==> src/rtl/tlp_tx_arb.sv <==
// Round-robin TLP arbiter merging write and read request paths onto one link,
// gated by a saturating posted/non-posted header credit counter.
module tlp_tx_arb #(
  parameter int DATA_W      = 32,
  parameter int CREDIT_W    = 3,
  parameter int CREDIT_INIT = 4
) (
  input  logic                clk,
  input  logic                rst_n,
  input  logic [DATA_W-1:0]   wr_data_i,
  input  logic                wr_valid_i,
  input  logic                wr_last_i,
  output logic                wr_ready_o,
  input  logic [DATA_W-1:0]   rd_data_i,
  input  logic                rd_valid_i,
  input  logic                rd_last_i,
  output logic                rd_ready_o,
  output logic [DATA_W-1:0]   tlp_data_o,
  output logic                tlp_valid_o,
  output logic                tlp_last_o,
  input  logic                tlp_ready_i,
  input  logic                credit_ret_i,
  output logic [CREDIT_W-1:0] credit_o,
  output logic [1:0]          grant_o,
  output logic                credit_err_o
);

  typedef enum logic [1:0] {
    IDLE   = 2'd0,
    GNT_WR = 2'd1,
    GNT_RD = 2'd2
  } state_e;

  localparam logic [CREDIT_W-1:0] CMAX = CREDIT_W'(CREDIT_INIT);
  localparam logic [CREDIT_W-1:0] ONE  = CREDIT_W'(1);

  state_e              state_q, state_d;
  logic                last_rd_q, last_rd_d;
  logic [CREDIT_W-1:0] credit_q, credit_d;
  logic                err_q, err_d;
  logic                take;
  logic                pick_wr;

  always_ff @(posedge clk or negedge rst_n) begin
    if (!rst_n) begin
      state_q   <= IDLE;
      last_rd_q <= 1'b1;
      credit_q  <= CMAX;
      err_q     <= 1'b0;
    end else begin
      state_q   <= state_d;
      last_rd_q <= last_rd_d;
      credit_q  <= credit_d;
      err_q     <= err_d;
    end
  end

  // Write wins unless read is also waiting and write was served last.
  assign pick_wr = wr_valid_i & (~rd_valid_i | last_rd_q);

  always_comb begin
    state_d     = state_q;
    last_rd_d   = last_rd_q;
    take        = 1'b0;
    tlp_data_o  = '0;
    tlp_valid_o = 1'b0;
    tlp_last_o  = 1'b0;
    wr_ready_o  = 1'b0;
    rd_ready_o  = 1'b0;
    grant_o     = 2'b00;
    case (state_q)
      IDLE: begin
        if ((credit_q != '0) && (wr_valid_i || rd_valid_i)) begin
          take      = 1'b1;
          state_d   = pick_wr ? GNT_WR : GNT_RD;
          last_rd_d = ~pick_wr;
        end
      end
      GNT_WR: begin
        grant_o     = 2'b01;
        tlp_data_o  = wr_data_i;
        tlp_valid_o = wr_valid_i;
        tlp_last_o  = wr_last_i;
        wr_ready_o  = tlp_ready_i;
        if (wr_valid_i && wr_last_i && tlp_ready_i) begin
          state_d = IDLE;
        end
      end
      GNT_RD: begin
        grant_o     = 2'b10;
        tlp_data_o  = rd_data_i;
        tlp_valid_o = rd_valid_i;
        tlp_last_o  = rd_last_i;
        rd_ready_o  = tlp_ready_i;
        if (rd_valid_i && rd_last_i && tlp_ready_i) begin
          state_d = IDLE;
        end
      end
      default: state_d = IDLE;
    endcase
  end

  // A return into a full counter is dropped and flagged.
  always_comb begin
    credit_d = credit_q;
    err_d    = err_q;
    case ({take, credit_ret_i})
      2'b10: credit_d = credit_q - ONE;
      2'b01: begin
        if (credit_q == CMAX) begin
          err_d = 1'b1;
        end else begin
          credit_d = credit_q + ONE;
        end
      end
      default: credit_d = credit_q;
    endcase
  end

  assign credit_o     = credit_q;
  assign credit_err_o = err_q;

endmodule

==> config.mk <==
export PLATFORM = sky130hd
export DESIGN_NAME = tlp_tx_arb
export DESIGN_NICKNAME = d
export VERILOG_FILES = /design/src/rtl/tlp_tx_arb.sv
export SDC_FILE = /design/constraint.sdc
export NUM_CORES = 1
export LEC_CHECK = 0
export BUFFER_PORTS_ARGS = -buffer_cell sky130_fd_sc_hd__buf_2
export CAP_MARGIN = 20
export CORE_UTILIZATION = 37
export DETAILED_ROUTE_END_ITERATION = 10
export GPL_ROUTABILITY_DRIVEN = 1
export GPL_TIMING_DRIVEN = 0
export PLACE_DENSITY = 0.83
export REMOVE_ABC_BUFFERS = 1
export SLEW_MARGIN = 20
export SYNTH_ARGS = -nofsm -noshare
export SYNTH_HDL_FRONTEND = slang
export SYNTH_SLANG_ARGS = --single-unit
==> constraint.sdc <==
create_clock -name clk -period 6.6 [get_ports clk]
set_clock_uncertainty 0.2 [all_clocks]
set_input_delay 0.66 -clock clk [delete_from_list [all_inputs] [get_ports clk]]
set_output_delay 0.66 -clock clk [all_outputs]
set_load 0.005 [all_outputs]
==> results of run 1 <==
[cell type report]
class / count / area share, %
clock buffers: 4 / 1.64
inverters: 7 / 1.64
multi-input cells: 107 / 48.0
flip-flops and latches: 7 / 11.1
well taps: 30 / 2.34
repair buffers: 113 / 35.3
[synth_stat cells (2+ instances only)]
master | instances | area share [%]
a22oi_1 | 35 | 26
nor2b_1 | 34 | 21
clkbuf_1 | 11 | 4.1
inv_1 | 7 | 2.6
dfrtp_1 | 5 | 12
nor2_1 | 5 | 1.9
a21oi_1 | 4 | 2.0
ha_1 | 4 | 4.9
nand2_1 | 3 | 1.1
nand3_1 | 3 | 1.5
o21ai_0 | 3 | 1.5
a21o_1 | 2 | 1.5
and2_1 | 2 | 1.2
dfstp_2 | 2 | 5.2
[critical path, stage by stage (launching register included)]
cell     delay [ps]
dfrtp_1         380
inv_1            90
ha_1            770
nor2b_1         220
buf_2           120
[where the power goes]
part	switching [mW]	internal, mW	leakage, nW
combinational	0.204	0.206	0.737
clock	0.0167	0.0231	0.0150
sequential	0.0291	0.0679	0.0804
total	0.250	0.297	0.833
[kinds of logic (layout without fill, tap and decap cells)]
logic type / Yosys count / count (layout) / share of synthesized area [%]
AO/OA/AOI/OAI: 53 / 53 / 40.0
adder cells (fa/ha/maj): 5 / 5 / 6.91
buffers and inverters: 19 / 124 / 7.16
flip-flops: 7 / 7 / 17.5
multiplexers: 1 / 1 / 1.11
AND/OR/NAND/NOR: 48 / 48 / 27.3
[state kept, by name, indices dropped and copies added (netlist names)]
name and count:
credit_err_o 1, credit_o 3, last_rd_q 1, state_q 2
[layer usage]
metal  up-vias  wire [microns]
met2        68            1760
met3         6             360
met1       656            1330
li1        701               -
met5         -               0
met4         0              36
[metrics by stage]
step           total power [mW]  cell area, sq um  hold slack [ps]  util (%)
2_1_floorplan             0.363               967              164         -
3_3_place_gp              0.502              1570              256      62.3
3_5_place_dp              0.507              1580              248      62.5
4_1_cts                   0.550              1600             37.1      63.5
5_1_grt                   0.604              1600             47.1      63.5
6_report                  0.547              1600             32.0      63.5
[worst paths after layout]
path / startpoint / endpoint / slack (ps)
max: state_q[0] / tlp_data_o[11] / 3900
min: rst_n / credit_err_o / 30
max reg2reg: credit_o[0] / credit_o[1] / 4270
min reg2reg: credit_err_o / credit_err_o / 260
max in group asynchronous: rst_n / credit_o[2] / 5930
min in group clk: credit_err_o / credit_err_o / 260
==> impl_results.md, run 1 <==
- # fillers: 248
- Finished Layout Cells: 268
- R2R depth: 6
- Crit path DAT: 1840 ps
- Sequential Area: 178 sq um
- Initial drt markers: 29
- Synth Register Bits: 7
- Peak supply drop: 294 uV
- Clock Sinks: 7
- Period Utilization, post-route: 40.9%
- Synth Area per Inst: 7.62 sq um
- Yosys warning count: 0
- Mapped Cells: 133
- Asr flop ratio synth: 100%
- Final wirelength: 3490 microns
- Die footprint: 2950 sq um
- Number of port buffers: 113
- Postcts setup bufs: 0
- Global placer's final weighted congestion: 0.797
- Post-cts sizing count: 0
- Post-route setup slack: 3900 ps
- Multi-input logic area: 768 sq um
- CP Launch Type: register
- Total grt overflow: 0
- Die width: 54.3 microns
- Share of layout cells above drive strength 1: 52.1%
- Post-DR vias/cell: 5.34
- P&R area growth vs syn: 58.0%
- Via Count: 1431
- Met1 Use GR: 24.7%
- Worst-Skew Late Latency: 250 ps
- DP Worst Slack: 4140 ps
- Clock buffer depth: 2
- Drt drc: 0
- Lkg Pwr: 0.833 nW
- Largest net degree at the start of global routing: 38
- H-tree Lvls: 1
- Global Route met2 Usage: 36.6%
- Most used DFF post-synth: dfrtp_1
- HPWL after detailed placement: 2710 microns
- Mapped Area: 1010 sq um
- CP Data Required Time: 5740 ps
- Initial Util: 40.2%
- Clock tree from TritonCTS: done
- Final Setup Violations: 0
- Hold buffer count at CTS: 0
- First-pass GRT wire length: 4550 microns
- Status: finished clean
- Peak Freq: 0.370 GHz
- Worst-Margin Slew: 738 ps
- Max-slew violations: 0
- Antenna violations before repair: 0
- Critical path endpoint category: primary output
- Overall routing resource usage: 20.5%
- Met3 usage: 3.61%
- Rows: 18
- Final Net Count: 316
- CORE AREA: 2520 sq um
- Ant. Diodes: 0
- Yosys cell types: 27
- Ports: 114
- Setup TNS: 0 ps
- Vias in the first global route: 1080
- Post-layout min period: 2700 ps
- Power Density: 341 nW/um^2
- Most frequent cells in the layout: 113 x buf_2, 35 x a22oi_1, 34 x nor2b_1, 7 x inv_1
- WS Path Type: reg -> out
- Max FO, Critical Path: 34
- Most common cell after layout, fill and taps aside: buf_2
- RSZ-0062 raised after global routing: no
- Worst rel slew slack: 50.8%
- Max Cap Viol: 0
- Post-synthesis sequential area ratio: 17.5%
- CTS buffer count: 3
- HP Class: in -> async
- Drt wl/cell: 13.0 microns
- Number of flops mapped to enable cells by yosys: 0
- Fin. Hold Viols: 0
- Most crowded layer after global routing: met2
- Clk pin slew, worst setup/hold paths: 60 ps
- 1st-pass router iterations: 4
- Die Ht: 54.3 microns
- Antenna Violating Nets Remaining: 0
- Root Buffer: clkbuf_4
- Cell count after placement: 264
(Power assumes the default switching activity.)
==> run 2, diff against run 1 <==
Settings changed: CORE_UTILIZATION 37 to 34, PLACE_DENSITY 0.83 to 0.77.
Clock period 6.6 ns to 2.75 ns, I/O delays scaled along.
==> run 2 against run 1 <==
  * Hold slack improved by 130 ps
  * Total power increased by 140%
  * Clock power rose by 140%
  * Combinational power rose by 140%
  * First-iteration DRC count grew to 3.9 times the previous value
  * Non-clock buffer count is 1 higher
  * Sequential power rose by 140%
  * Utilization shrank 5.5 points
  * Die area up 8.5%
  * Wire length rose by 2.9%
  * Clock-buffer cell count shrank 1
  * Sequential share of layout area decreased by 0.086 points
  * Critical endpoint is now tlp_data_o[21]
  * Highest routed layer unchanged
==> impl_results.md, run 2 (synthesis gave the netlist of run 1 again) <==
- Share of layout cells above drive strength 1: 52.3% (+0.20 points)
- Critical-path cell list: inv_1 > ha_2 > a22oi_1 > nor2b_1 > buf_2
- Final wirelength: 3590 microns (+2.9%)
- Clock buffer depth: 2 (unchanged)
- Clock tree from TritonCTS: done
- Ports: 114 (unchanged)
- Initial drt markers: 112 (+290%)
- Largest register FFs: 3 (unchanged)
- Global placer's final weighted congestion: 0.813 (+1.9%)
- R2R Setup Slk: 430 ps (-3840 ps)
- Initial Util: 36.4% (-3.7 points)
- Reg2reg start: credit_o[0]
- 1st-pass router iterations: 4 (unchanged)
- Critical path endpoint category: primary output
- Ant. Diodes: 0 (unchanged)
- WS Path Type: reg -> out
- H-tree Lvls: 1 (unchanged)
- Die footprint: 3200 sq um (+8.5%)
- Total grt overflow: 0 (unchanged)
- R2r endpoint: credit_o[1]
- Drt drc: 0 (unchanged)
- Clk pin slew, worst setup/hold paths: 60 ps (about the same)
- Cell count after placement: 265 (+0.38%)
- Worst-Skew Late Latency: 260 ps (about the same)
- Drt wl/cell: 13.3 microns (+2.1%)
- CP Launch Type: register
- Crit path DAT: 1890 ps (+50 ps)
- DP Worst Slack: 437 ps (-3700 ps)
- Via Count: 1412 (-1.3%)
- Post-DR vias/cell: 5.23 (-2.1%)
- Overall routing resource usage: 21.0% (+0.56 points)
- Worst-Margin Slew: 745 ps (+6.26 ps)
- Power Density: 817 nW/um^2 (+140%)
- Fin util: 58.0% (-5.5 points)
- CP Data Required Time: 2280 ps (-3460 ps)
- Number of port buffers: 113 (unchanged)
- Final Net Count: 317 (+0.32%)
- Lkg Pwr: 0.839 nW (+0.83%)
- Status: finished clean
- Post-route setup slack: 387 ps (-3510 ps)
- # fillers: 277 (+12%)
- First-pass GRT wire length: 5550 microns (+22%)
- Setup TNS: 0 ps (unchanged)
- CTS buffer count: 3 (unchanged)
- Fin. Hold Viols: 0 (unchanged)
- Antenna Violating Nets Remaining: 0 (unchanged)
- Die width: 56.6 microns (+4.2%)
- Finished Layout Cells: 270 (+0.75%)
- Max Cap Viol: 0 (unchanged)
- Post-cts sizing count: 0 (unchanged)
- Antenna violations before repair: 0 (unchanged)
- Die Ht: 56.6 microns (+4.2%)
- Rows: 19 (+1)
- Most common cell after layout, fill and taps aside: buf_2
- Post-layout min period: 2360 ps
- HPWL after detailed placement: 2720 microns (+0.31%)
- Worst Hold End: credit_err_o
- R2R depth: 6 (unchanged)
- RSZ-0062 raised after global routing: no
- Root Buffer: clkbuf_4
- Largest net degree at the start of global routing: 38 (unchanged)
- Hold Crit Start: credit_ret_i
- Max-slew violations: 0 (unchanged)
- Slowest CP cell: ha_2
- Final Setup Violations: 0 (unchanged)
- CORE AREA: 2780 sq um (+10%)
- P&R area growth vs syn: 59.3%
- Peak Freq: 0.423 GHz
- Max stage delay on crit path: 620 ps (-150 ps)
- HP Class: in -> reg
- Vias in the first global route: 1260 (+17%)
- Peak supply drop: 728 uV (+150%)
- Clock Sinks: 7 (unchanged)
- Max FO, Critical Path: 36 (+5.9%)
- WHS Path Cells: 2
- Worst rel slew slack: 50.4% (-0.42 points)
- Most frequent cells in the layout: 113 x buf_2, 35 x a22oi_1, 34 x nor2b_1, 7 x inv_1
- Period Utilization, post-route: 85.9%
- Postcts setup bufs: 0 (unchanged)
## run 2: per-layer routing
metal,share of wire (%),vias up,track usage [%]
met5,0,-,0
met4,0.28,0,4.18
met3,6.5,2,2.30
met2,53,60,40.0
met1,40,651,25.1
li1,-,699,-
## run 2: layout make-up
class	instances	area (sq um)	share of cell area, %
Multi-Input combinational cell	107	768	47.6
Timing Repair Buffer	114	576	35.7
Sequential cell	7	178	11.0
Tap cell	31	38.8	2.40
Inverter	7	26.3	1.63
Clock buffer	3	22.5	1.40
Clock inverter	1	5.00	0.310
## run 2: what timing repair did
item | CTS | global route
hold buffers | 1 | 0
setup endpoints to repair | 0 | 0
endpoints found under the hold margin | 7 | 0
## run 2: through the flow
stage / hold WS (ps) / total power [mW] / area [sq um]
after floorplan: -221 / 0.872 / 967
after global placement: -81.2 / 1.20 / 1570
after detailed placement: -81.1 / 1.22 / 1580
after CTS: 157 / 1.33 / 1610
after global routing: 175 / 1.45 / 1610
final: 162 / 1.32 / 1610
## run 2: worst max-delay path by stage
| stage | startpoint | end | slack [ps] | cells past startpoint |
|---|---|---|---|---|
| after floorplan | credit_o[0] | credit_o[1] | 540 | 6 |
| after global placement | state_q[0] | tlp_data_o[21] | 270 | 5 |
| after detailed placement | credit_o[0] | credit_o[1] | 440 | 6 |
| after CTS | state_q[1] | tlp_data_o[21] | 380 | 4 |
| after global routing | state_q[1] | tlp_data_o[30] | 200 | 5 |
| final | state_q[0] | tlp_data_o[21] | 390 | 5 |
## run 2: power by group
group	leakage [nW]	internal, mW	switching, mW
Clock	0.0177	0.0533	0.0419
Combinational	0.741	0.494	0.497
Sequential	0.0804	0.163	0.0688
Total	0.839	0.711	0.607
## run 2: critical path: cells and delay by family (launching register included)
kind,cells,cell delay (ps)
and+or+nand+nor,1,160
adders and majority gates,1,620
AOI/OAI and AO/OA,1,190
buffers and inverters,2,250
DFF,1,410
==> run 3, diff against run 2 <==
Settings changed: CORE_UTILIZATION 34 to 35, CTS_BUF_LIST set to sky130_fd_sc_hd__clkbuf_4, PLACE_DENSITY 0.77 to 0.79.
==> run 3 against run 2 <==
  * Setup slack got worse by 16 ps
  * Register-to-register slack got worse by 20 ps
  * Critical path type unchanged
  * Wire length decreased by 4.5%
  * Fmax decreased by 0.68%
  * Critical path depth decreased by 1
  * Total power increased by 0.13%
  * Critical endpoint is now tlp_data_o[0]
  * Non-clock buffer count unchanged
  * Combinational power about the same
  * Clock power increased by 1%
  * First-iteration DRC count decreased by 8.0%
  * Global-route usage increased by 0.54 points
==> impl_results.md, run 3 (synthesis gave the netlist of run 1 again) <==
- Peak Freq: 0.420 GHz (-0.68%)
- Clock buffer depth: 2 (unchanged)
- Critical-path cell list: inv_1 > ha_1 > nor2b_1 > buf_2
- Most common cell after layout, fill and taps aside: buf_2
- Largest register FFs: 3 (unchanged)
- 1st-pass router iterations: 4 (unchanged)
- Final Setup Violations: 0 (unchanged)
- Root Buffer: clkbuf_4
- Antenna violations before repair: 0 (unchanged)
- Number of port buffers: 113 (unchanged)
- Die width: 55.8 microns (-1.4%)
- Vias in the first global route: 1291 (+2.5%)
- Final wirelength: 3430 microns (-4.5%)
- Drt drc: 0 (unchanged)
- Combinational power share: 75.0% (-0.2 points)
- Post-cts sizing count: 0 (unchanged)
- Max FO, Critical Path: 34 (-5.6%)
- Post-DR vias/cell: 5.19 (-0.71%)
- Most frequent cells in the layout: 113 x buf_2, 35 x a22oi_1, 34 x nor2b_1, 7 x inv_1
- Rows: 19 (unchanged)
- Die footprint: 3110 sq um (-2.8%)
- P_sw: 607 uW (-0.11%)
- CORE AREA: 2760 sq um (-0.85%)
- Worst rel slew slack: 49.4% (-0.97 points)
- Worst-Margin Slew: 759 ps (+14.6 ps)
- CTS buffer count: 3 (unchanged)
- Postcts setup bufs: 0 (unchanged)
- Internal power: 713 uW (+0.34%)
- Max-slew violations: 0 (unchanged)
- CP Launch Type: register
- Lkg Pwr: 0.839 nW (unchanged)
- Drt wl/cell: 12.7 microns (-4.5%)
- WS Path Type: reg -> out
- Initial drt markers: 103 (-8.0%)
- RSZ-0062 raised after global routing: no
- Power Density: 818 nW/um^2 (+0.13%)
- Slowest CP cell: ha_1
- Post-layout min period: 2380 ps (+16.1 ps)
- # fillers: 288 (+4.0%)
- Tot Pwr: 1.32 mW (+0.13%)
- Peak supply drop: 712 uV (-2.3%)
- R2R Setup Slk: 410 ps (-20 ps)
- H-tree Lvls: 1 (unchanged)
- Overall routing resource usage: 21.6% (+0.54 points)
- Setup TNS: 0 ps (unchanged)
- Clk pin slew, worst setup/hold paths: 60 ps (about the same)
- Fin. Hold Viols: 0 (unchanged)
- Critical path endpoint category: primary output
- Max Cap Viol: 0 (unchanged)
- Switching Fraction: 46.0% (-0.11 points)
- P&R area growth vs syn: 59.3% (unchanged)
- Crit path DAT: 1900 ps (about the same)
- Hold buffer count at CTS: 1 (unchanged)
- Largest net degree at the start of global routing: 38 (unchanged)
- Global placer's final weighted congestion: 0.778 (-4.3%)
- HP Class: in -> reg
- Via Count: 1402 (-0.71%)
- Ports: 114 (unchanged)
- Worst-Skew Late Latency: 260 ps (about the same)
- Period Utilization, post-route: 86.5% (+0.58 points)
- Share of layout cells above drive strength 1: 52.3% (unchanged)
- Die Ht: 55.8 microns (-1.4%)
- Reg power frac: 17.6% (about the same)
- Antenna Violating Nets Remaining: 0 (unchanged)
- Final Net Count: 317 (unchanged)
- Initial Util: 36.8% (+0.31 points)
- Max stage delay on crit path: 780 ps (+160 ps)
- Ant. Diodes: 0 (unchanged)
- Clk pwr share: 7.3% (about the same)
- HPWL after detailed placement: 2630 microns (-3.2%)
- Clock Sinks: 7 (unchanged)
- First-pass GRT wire length: 5510 microns (-0.74%)
- Total grt overflow: 0 (unchanged)
- Clock tree from TritonCTS: done
- CP Data Required Time: 2280 ps (about the same)
- Status: finished clean
## run 3: cell counts in the layout (fill, tap and decap cells not counted)
Identical to the previous run, type by type.
## run 3: worst max-delay path: cells and delay by family, from the launching register on
| kind | cells | cell delay [ps] |
|---|---|---|
| adders and majority gates | 1 | 780 |
| DFF | 1 | 410 |
| and+or+nand+nor | 1 | 230 |
| buffers and inverters | 2 | 220 |
## run 3: cell type report
type	instances	area, sq um	share of cell area [%]
flip-flops and latches	7	178	11.0
multi-input cells	107	768	47.6
repair buffers	114	576	35.7
inverters	7	26.3	1.63
well taps	31	38.8	2.40
clock buffers	3	22.5	1.40
clock inverters	1	5.00	0.310
## run 3: worst paths after layout
check	to	startpoint	cells past startpoint
max reg2reg	credit_o[1]	credit_o[0]	6
min in group asynchronous	credit_err_o	rst_n	2
min	credit_err_o	credit_ret_i	2
min reg2reg	credit_err_o	credit_err_o	1
max	tlp_data_o[0]	state_q[1]	4
max in group asynchronous	credit_o[2]	rst_n	2
## run 3: stage by stage
| stage | utilization [%] | cells | hold WS, ps | setup slack (ps) | instance area [sq um] |
|---|---|---|---|---|---|
| global route | 58.5 | 270 | 167 | 213 | 1610 |
| floorplan | - | 121 | -221 | 537 | 967 |
| global placement | 57.0 | 265 | -84.2 | 271 | 1570 |
| finish | 58.5 | 270 | 147 | 371 | 1610 |
| detailed placement | 57.2 | 265 | -78.2 | 423 | 1580 |
| CTS | 58.5 | 270 | 140 | 344 | 1610 |
## run 3: power groups by stage
stage	Combinational (mW)	Clock, mW	Sequential (mW)
after floorplan	0.652	0	0.220
after global placement	0.977	0	0.230
after detailed placement	0.991	0	0.233
after CTS	0.999	0.100	0.234
after global routing	1.11	0.104	0.244
final	0.991	0.0965	0.233
## run 3: metal layers
layer  GRT usage [%]  wire (microns)
met1            25.3            1360
met2            39.8            1770
met3            2.79             236
met4            8.36              67
met5               0               0
